===== src/rtl/mips_multicycle_ctrl.sv =====
// Multi-cycle control FSM for the MIPS core: sequences a shared-memory
// datapath through IF/ID/EX/MEM/WB (plus BR/JMP), handshakes with a
// variable-latency memory, guards memory waits with a watchdog and parks
// in a sticky ERR state on illegal instructions or memory timeouts.
//
// Ports
//   clk, rst_n           clock (rising) / async active-low reset
//   opcode, funct        IR fields, stable from the cycle after ir_wr
//   zero, ovf            ALU flags (combinational)
//   mem_ready            completion of the current mem_req
//   mem_req, memwrite    memory request / store strobe
//   ir_wr, pc_wr         IR load / PC write enables
//   npc_sel, j_sel, jr_sel, jal_sel   PC source / link selects
//   regwr, memtoreg, rd_dst, slt_sel  writeback controls
//   alusrc, aluop, extop ALU operand / operation / immediate extension
//   instr_done           one-cycle retire pulse
//   instr_count          retired-instruction count (wraps)
//   err_code             00 none, 01 illegal instr, 10 memory timeout
//   state                current FSM state for debug
module mips_multicycle_ctrl #(
  parameter int TIMEOUT = 15,
  parameter int CNT_W   = 32
) (
  input  logic             clk,
  input  logic             rst_n,
  input  logic [5:0]       opcode,
  input  logic [5:0]       funct,
  input  logic             zero,
  input  logic             ovf,
  input  logic             mem_ready,
  output logic             mem_req,
  output logic             memwrite,
  output logic             ir_wr,
  output logic             pc_wr,
  output logic             npc_sel,
  output logic             j_sel,
  output logic             jr_sel,
  output logic             jal_sel,
  output logic             regwr,
  output logic             memtoreg,
  output logic             rd_dst,
  output logic             alusrc,
  output logic [1:0]       aluop,
  output logic [1:0]       extop,
  output logic             slt_sel,
  output logic             instr_done,
  output logic [CNT_W-1:0] instr_count,
  output logic [1:0]       err_code,
  output logic [2:0]       state
);

  localparam logic [2:0] S_IF  = 3'd0, S_ID  = 3'd1, S_EX  = 3'd2, S_MEM = 3'd3,
                         S_WB  = 3'd4, S_BR  = 3'd5, S_JMP = 3'd6, S_ERR = 3'd7;

  // Wait counter only ever needs to hold 0..TIMEOUT-1.
  localparam int WW = (TIMEOUT > 1) ? $clog2(TIMEOUT) : 1;

  // Instruction decode
  logic is_r;
  logic d_addu, d_subu, d_slt, d_jr, d_ori, d_lui, d_addi, d_addiu;
  logic d_lw, d_sw, d_beq, d_j, d_jal, d_ex, d_jmp;

  assign is_r    = (opcode == 6'h00);
  assign d_addu  = is_r && (funct == 6'h21);
  assign d_subu  = is_r && (funct == 6'h23);
  assign d_slt   = is_r && (funct == 6'h2a);
  assign d_jr    = is_r && (funct == 6'h08);
  assign d_ori   = (opcode == 6'h0d);
  assign d_lui   = (opcode == 6'h0f);
  assign d_addi  = (opcode == 6'h08);
  assign d_addiu = (opcode == 6'h09);
  assign d_lw    = (opcode == 6'h23);
  assign d_sw    = (opcode == 6'h2b);
  assign d_beq   = (opcode == 6'h04);
  assign d_j     = (opcode == 6'h02);
  assign d_jal   = (opcode == 6'h03);
  assign d_ex    = d_addu | d_subu | d_slt | d_ori | d_lui | d_addi | d_addiu | d_lw | d_sw;
  assign d_jmp   = d_j | d_jal | d_jr;

  logic [2:0]       state_q, state_d;
  logic [WW-1:0]    wait_q, wait_d;
  logic [1:0]       err_q, err_d;
  logic             ovf_q;
  logic [CNT_W-1:0] cnt_q;
  logic             wd_trip;

  // Threshold cycle: a ready response here still wins over the timeout.
  assign wd_trip = (TIMEOUT != 0) && !mem_ready && (wait_q == WW'(TIMEOUT - 1));

  // State register and datapath-side registers
  always_ff @(posedge clk or negedge rst_n) begin
    if (!rst_n) begin
      state_q <= S_IF;
      wait_q  <= '0;
      err_q   <= 2'b00;
      ovf_q   <= 1'b0;
      cnt_q   <= '0;
    end else begin
      state_q <= state_d;
      wait_q  <= wait_d;
      err_q   <= err_d;
      if (state_q == S_EX) ovf_q <= ovf;
      if (instr_done)      cnt_q <= cnt_q + 1'b1;
    end
  end

  // Next-state logic
  always_comb begin
    state_d = state_q;
    err_d   = err_q;
    case (state_q)
      S_IF: begin
        if (mem_ready)    state_d = S_ID;
        else if (wd_trip) begin state_d = S_ERR; err_d = 2'b10; end
      end
      S_ID: begin
        if (d_ex)        state_d = S_EX;
        else if (d_beq)  state_d = S_BR;
        else if (d_jmp)  state_d = S_JMP;
        else begin state_d = S_ERR; err_d = 2'b01; end
      end
      S_EX:  state_d = (d_lw || d_sw) ? S_MEM : S_WB;
      S_MEM: begin
        if (mem_ready)    state_d = d_lw ? S_WB : S_IF;
        else if (wd_trip) begin state_d = S_ERR; err_d = 2'b10; end
      end
      S_WB, S_BR, S_JMP: state_d = S_IF;
      S_ERR: state_d = S_ERR;
      default: state_d = S_IF;
    endcase
  end

  // Counter runs only while parked in IF/MEM; any state change clears it,
  // so it is zero on every entry to IF or MEM.
  always_comb begin
    wait_d = '0;
    if ((TIMEOUT != 0) && (state_q == S_IF || state_q == S_MEM) && (state_d == state_q))
      wait_d = wait_q + WW'(1);
  end

  // Output decode
  always_comb begin
    mem_req    = 1'b0;
    memwrite   = 1'b0;
    ir_wr      = 1'b0;
    pc_wr      = 1'b0;
    npc_sel    = 1'b0;
    j_sel      = 1'b0;
    jr_sel     = 1'b0;
    jal_sel    = 1'b0;
    regwr      = 1'b0;
    memtoreg   = 1'b0;
    rd_dst     = 1'b0;
    alusrc     = 1'b0;
    aluop      = 2'b00;
    extop      = 2'b00;
    slt_sel    = 1'b0;
    instr_done = 1'b0;
    case (state_q)
      S_IF: begin
        mem_req = 1'b1;
        // Keep the IR/PC strobes quiet while reset is held.
        ir_wr   = mem_ready & rst_n;
        pc_wr   = mem_ready & rst_n;
      end
      S_EX: begin
        if (d_subu || d_slt) aluop = 2'b01;
        else if (d_ori)      aluop = 2'b10;
        alusrc = d_ori | d_lui | d_addi | d_addiu | d_lw | d_sw;
        if (d_lui)                               extop = 2'b10;
        else if (d_addi || d_addiu || d_lw || d_sw) extop = 2'b01;
      end
      S_MEM: begin
        mem_req    = 1'b1;
        memwrite   = d_sw;
        instr_done = d_sw & mem_ready;
      end
      S_WB: begin
        regwr      = !(d_addi && ovf_q);
        memtoreg   = d_lw;
        rd_dst     = d_addu | d_subu | d_slt;
        slt_sel    = d_slt;
        instr_done = 1'b1;
      end
      S_BR: begin
        aluop      = 2'b01;
        pc_wr      = zero;
        npc_sel    = zero;
        instr_done = 1'b1;
      end
      S_JMP: begin
        pc_wr      = 1'b1;
        j_sel      = d_j | d_jal;
        jal_sel    = d_jal;
        regwr      = d_jal;
        jr_sel     = d_jr;
        instr_done = 1'b1;
      end
      default: ;
    endcase
  end

  assign state       = state_q;
  assign err_code    = err_q;
  assign instr_count = cnt_q;

endmodule

===== config.mk =====
export PLATFORM = sky130hd
export DESIGN_NAME = mips_multicycle_ctrl
export DESIGN_NICKNAME = d
export VERILOG_FILES = /design/src/rtl/mips_multicycle_ctrl.sv
export SDC_FILE = /design/constraint.sdc
export NUM_CORES = 1
export LEC_CHECK = 0
export BUFFER_PORTS_ARGS = -buffer_cell sky130_fd_sc_hd__buf_2
export CORE_MARGIN = 5
export CORE_UTILIZATION = 40
export DETAILED_ROUTE_END_ITERATION = 8
export GPL_ROUTABILITY_DRIVEN = 0
export PLACE_DENSITY = 0.62
export REMOVE_ABC_BUFFERS = 1
export SLEW_MARGIN = 20
export SYNTH_ARGS = -nofsm -noshare
export SYNTH_HDL_FRONTEND = slang
export SYNTH_SLANG_ARGS = --single-unit

===== constraint.sdc =====
create_clock -name clk -period 2.7 [get_ports clk]
set_input_delay 0.135 -clock clk [delete_from_list [all_inputs] [get_ports clk]]
set_output_delay 0.135 -clock clk [all_outputs]
set_load 0.01 [all_outputs]

Word-level counts from Yosys, hierarchy flattened
Index checks and enable logic that the tools add are counted.
W data, S select, Z words.
{"block": "op_classes", "n_mux": 36, "addsub": 2, "n_reduce_logical": 21, "n_bitwise": 17, "eq_ne": 27, "div_mod_pow": 0, "shift": 0, "multipliers": 0, "magnitude_cmp": 0}
{"op": "$add A32 B1 Y32 const B", "count": 1}
{"op": "$eq A6 B4 Y1 const B", "count": 5}
{"op": "$eq A6 B6 Y1 const B", "count": 5}
{"op": "$mux W2", "count": 10}
{"op": "$mux W3", "count": 6}
{"op": "$pmux W3 S6", "count": 1}
{"op": "$or A1 B1 Y1", "count": 15}
{"op": "$mux W1", "count": 13}
{"op": "$eq A3 B3 Y1 const B", "count": 4}
{"op": "$eq A6 B2 Y1 const B", "count": 2}
{"op": "$ne A2 B2 Y1 const B", "count": 4}
{"op": "$pmux W2 S2", "count": 2}
{"op": "$logic_and A1 B1 Y1", "count": 7}
{"op": "$eq A3 B2 Y1 const B", "count": 2}
{"op": "$eq A6 B3 Y1 const B", "count": 1}
{"op": "$logic_not A6 Y1", "count": 1}
{"op": "$logic_or A1 B1 Y1", "count": 6}
{"op": "$reduce_and A6 Y1", "count": 1}
{"op": "$add A4 B1 Y4 const B", "count": 1}
{"op": "$eq A4 B4 Y1 const B", "count": 1}
{"op": "$mux W4", "count": 1}
{"op": "$pmux W1 S2", "count": 2}
{"op": "$eq A3 B1 Y1 const B", "count": 1}
{"op": "$eq A3 B3 Y1", "count": 1}
{"op": "8 further kinds", "count": 10}
{"block": "totals", "regBits": 42, "latchBits": 0, "rom_bits": 0, "inputBits": 17, "ram_bits": 0, "out_inout_bits": 55, "elab_cells": 108, "n_memories": 0}

Longest topological paths before layout
{"block": "logic_depth", "depth_word": 15, "depth_mapped": 8, "ltp_nobuf": 7}

Worst setup path after synthesis
Ideal clock, no wire load.
{"block": "synth_path", "path_type": "reg2reg", "start": "reg state_q[2], in the netlist state[2]", "end": "reg cnt_q[31], in the netlist instr_count[31]", "stages_incl_launch_ff": 7, "period_less_slack_ps": 2006, "setup_time_ps": 124, "slack_ps": 694, "n_path_buf": 0, "required_time_ps": 2576, "t_arrival_ps": 1881, "cell_sequence": "dfrtp_1 > and4b_1 > a41oi_4 > inv_2 > nand4_1 > or4_1 > xnor2_1"}
{"block": "synth_via", "elab_chain_len": 3, "elab_cells_between_ends": 6}
{"item": "from (decl)", "line": "80", "rtl": "logic [2:0] state_q, state_d;"}
{"item": "from (signal assigned)", "line": "99", "rtl": "state_q <= state_d;"}
{"item": "$eq A3 B3 Y1", "line": "159", "rtl": "case (state_q)"}
{"item": "$reduce_or A3 Y1 (no line)"}
{"item": "$pmux W1 S2 (*)", "line": "159"}
{"item": "via instr_done", "line": "46", "rtl": "output logic instr_done,"}
{"item": "to (signal assigned)", "line": "103", "rtl": "if (instr_done) cnt_q <= cnt_q + 1'b1;"}
{"item": "to (decl)", "line": "84", "rtl": "logic [CNT_W-1:0] cnt_q;"}
The timed path passes the listed nets; every way through them passes the cells marked *.
A chain may end at the register's enable or synchronous reset.

Worst setup path in the final report
{"block": "layout_path", "start": "reg state_q[1], in the netlist state[1]", "end": "out aluop[0]"}
{"block": "layout_via", "elab_chain_len": 2, "elab_cells_between_ends": 3}
{"item": "$eq A3 B3 Y1 or $eq A3 B2 Y1 (tied branches)", "line": "159"}
{"item": "$pmux W2 S2 (*)", "line": "159"}
{"item": "to (decl)", "line": "43", "rtl": "output logic [1:0] aluop,"}
Mark *: on every way between the ends. The rest lies on a longest branch, timed or not.

==> metrics <==
Finish-stage setup viols=0; Hold Crit Class=in -> reg; Simple-Gate Fraction of Synth Area=27.76%; DRC Markers=0; min cycle time layout=2.206 ns; Worst VDD drop=0.0003866 V; synth unique cells=58; most common cell after layout, fill and taps aside=buf_2; GRT overflow=0; via count=2052; PwrDens=715.7 nW/um^2; largest family of logic cells by synthesized area=simple AND/OR/NAND/NOR gates; CTS resizes=0; initial antenna violation count=0; core area=5921 um^2; final hold violations=0; Slew Viols, Final=0; Post-synth EDFFs=0; final setup TNS=0 ns; worst hold path startpoint=ovf; Post-Synth XOR/XNOR Area=11.85%; first-pass GRT wire length=9.418 mm; die height=88.08 um; total CTS buffers=5; Slew @ Worst Pin=0.5364 ns; mux cell area share after synthesis=0.4618%; WHS Path Cells=2; Crit path required time=2.57 ns; period utilization=81.72%; Post-Route WL=5.693 mm; Clk Latency, worst-skew pair=0.30 ns; Leak=1.520 nW; outcome=complete, no violations; htree depth=2; # IOs=72; worst hold margin=0.07056 ns; Power, Total=2.140 mW; Worst R2R Start=state[1]; WL/cell=14.23 um; top post-synthesis cells by area=dfrtp_1, xnor2_1, xor2_1; cell depth of the worst flop-to-flop path=6; Clock Skew=0.007021 ns; CP Class=reg -> out; Synth async-reset ratio=100.0%; r2r setup slk=0.50 ns; die area=7758 um^2; area delta synth->final=22.63%; GRT Overall Usage=15.36%; Final Util=50.51%; P_int=1.341 mW; crit path max fanout=15; Synth top area share=43.10%; Compound-Gate Fraction of Synth Area=11.39%; pin count of the biggest net entering global routing=43; ANT cells=0; Worst setup EP type=output port; largest area contributor in the netlist=dfrtp_1; post-route ant nets=0; switching power=799.4 uW; crit start category=flop; Initial DRT Pass Iterations=4; register area share after synthesis=43.10%; Via density=5.130; most frequent cells in the layout=buf_2, dfrtp_1, nand2_1, nor3_1, xnor2_1; Layout Nets=344; Clock Pin Slew Worst Setup and Hold Paths=0.09 ns; reg-to-reg endpoint=instr_count[22]; Hold Path End=ovf_q; synth warn=0; First DRT Iteration DRCs=147; Sw Ratio=37.35%; Placed Area=2868 um^2; combinational power share=35.7%; Yosys reg bits=42; row cnt=28; Avg Synthesized Cell Area=9.754 um^2; CTS root buf=clkbuf_8; post-synth design cell area=2439 um^2; synthesized instance count=250; clock share of power=23.8%; dpl hpwl=4.298 mm; post-route design area=2990 um^2; initial core utilization=41.19%; Worst slew margin=63.97%; Die Wd=88.08 um; unrepaired setup endpoints after global routing=no; CTS max path bufs=2; port buffer count=71; highest clock rate=453.2 MHz; via count of the first global-routing pass=1960; adder-cell share of the synthesized area=1.539%; Synth Flop Type=dfrtp_1; max-cap violation count=0; CTS tree=done; clk sink count=42; Worst EP arrival=2.07 ns; fillers=565; part of the power in registers=40.5%; layout cells sized above 1=30.77%
state kept, by name, indices dropped and copies added, names as in the netlist:
signal and count:
err_code 2, instr_count 32, ovf_q 1, wait_q 4
state 3
worst max path at each step:
| stage | startpoint | endpoint | slack [ns] | cells past startpoint |
|---|---|---|---|---|
| detailed placement | state[1] | instr_count[22] | 0.51 | 6 |
| finish | state[1] | aluop[0] | 0.49 | 5 |
| floorplan | state[2] | instr_count[31] | 0.60 | 6 |
| CTS | state[1] | aluop[0] | 0.48 | 5 |
| global route | state[0] | instr_count[22] | 0.29 | 6 |
| global placement | state[0] | instr_count[22] | 0.62 | 6 |
worst max-delay path, stage by stage (launching register included):
cell	delay, ns
dfrtp_1	0.59
nor2b_1	0.38
nand2_1	0.25
a211oi_1	0.28
a22o_1	0.15
buf_2	0.12
area by class of cell:
| class | count | area, um^2 | area share, % |
|---|---|---|---|
| clock buffer | 5 | 68.82 | 2.301 |
| inverter | 14 | 52.55 | 1.757 |
| timing repair buffer | 75 | 387.9 | 12.97 |
| clock inverter | 3 | 43.79 | 1.464 |
| multi-input combinational | 186 | 1292 | 43.22 |
| tap | 75 | 93.84 | 3.138 |
| sequential | 42 | 1051 | 35.15 |
Yosys cell counts, types with 2 or more instances:
cell / n
dfrtp_1: 42
nand2_1: 24
nor3_1: 18
xnor2_1: 17
xor2_1: 16
nor2_1: 14
inv_1: 13
nand3_1: 8
and3_1: 7
nor4_1: 7
o21ai_0: 7
a21oi_1: 6
nand4_1: 6
clkbuf_1: 5
nand3b_1: 4
a21boi_0: 3
ha_1: 3
a211oi_1: 2
and4_1: 2
and4b_1: 2
nand2b_1: 2
o211ai_1: 2
o31ai_1: 2
or2_2: 2
or2b_2: 2
or3_1: 2
per-layer routing:
layer	GRT usage, %	wire [um]	up-vias
met2	23.56	2469	56
met1	21.52	2780	955
li1	-	-	1036
met4	4.945	51	0
met5	0	0	-
met3	3.575	390	5
kinds of logic after synthesis:
| family | after synthesis |
|---|---|
| XOR/XNOR | 33 |
| flip-flops | 42 |
| AO/OA/AOI/OAI | 34 |
| adder cells (fa/ha/maj) | 3 |
| buffers and inverters | 22 |
| AND/OR/NAND/NOR | 115 |
| multiplexers | 1 |
metrics by stage:
stage | std cells | setup slack (ns)
floorplan | 242 | 0.6025
global placement | 391 | 0.6151
detailed placement | 391 | 0.5139
CTS | 400 | 0.4843
global route | 400 | 0.2904
finish | 400 | 0.4936
repair_timing:
item | 4_1_cts | 5_1_grt
hold buffers | 1 | 0
hold endpoints to repair | 42 | 0
buffers inserted | 0 | 0
power groups by stage:
stage	clock, mW	sequential, mW	combinational (mW)
CTS	0.525	0.865	0.767
finish	0.509	0.867	0.765
global route	0.547	0.886	0.837
detailed placement	0	0.874	0.764
global placement	0	0.872	0.762
floorplan	0	0.901	0.445
Power figures use the tool's default switching activity.
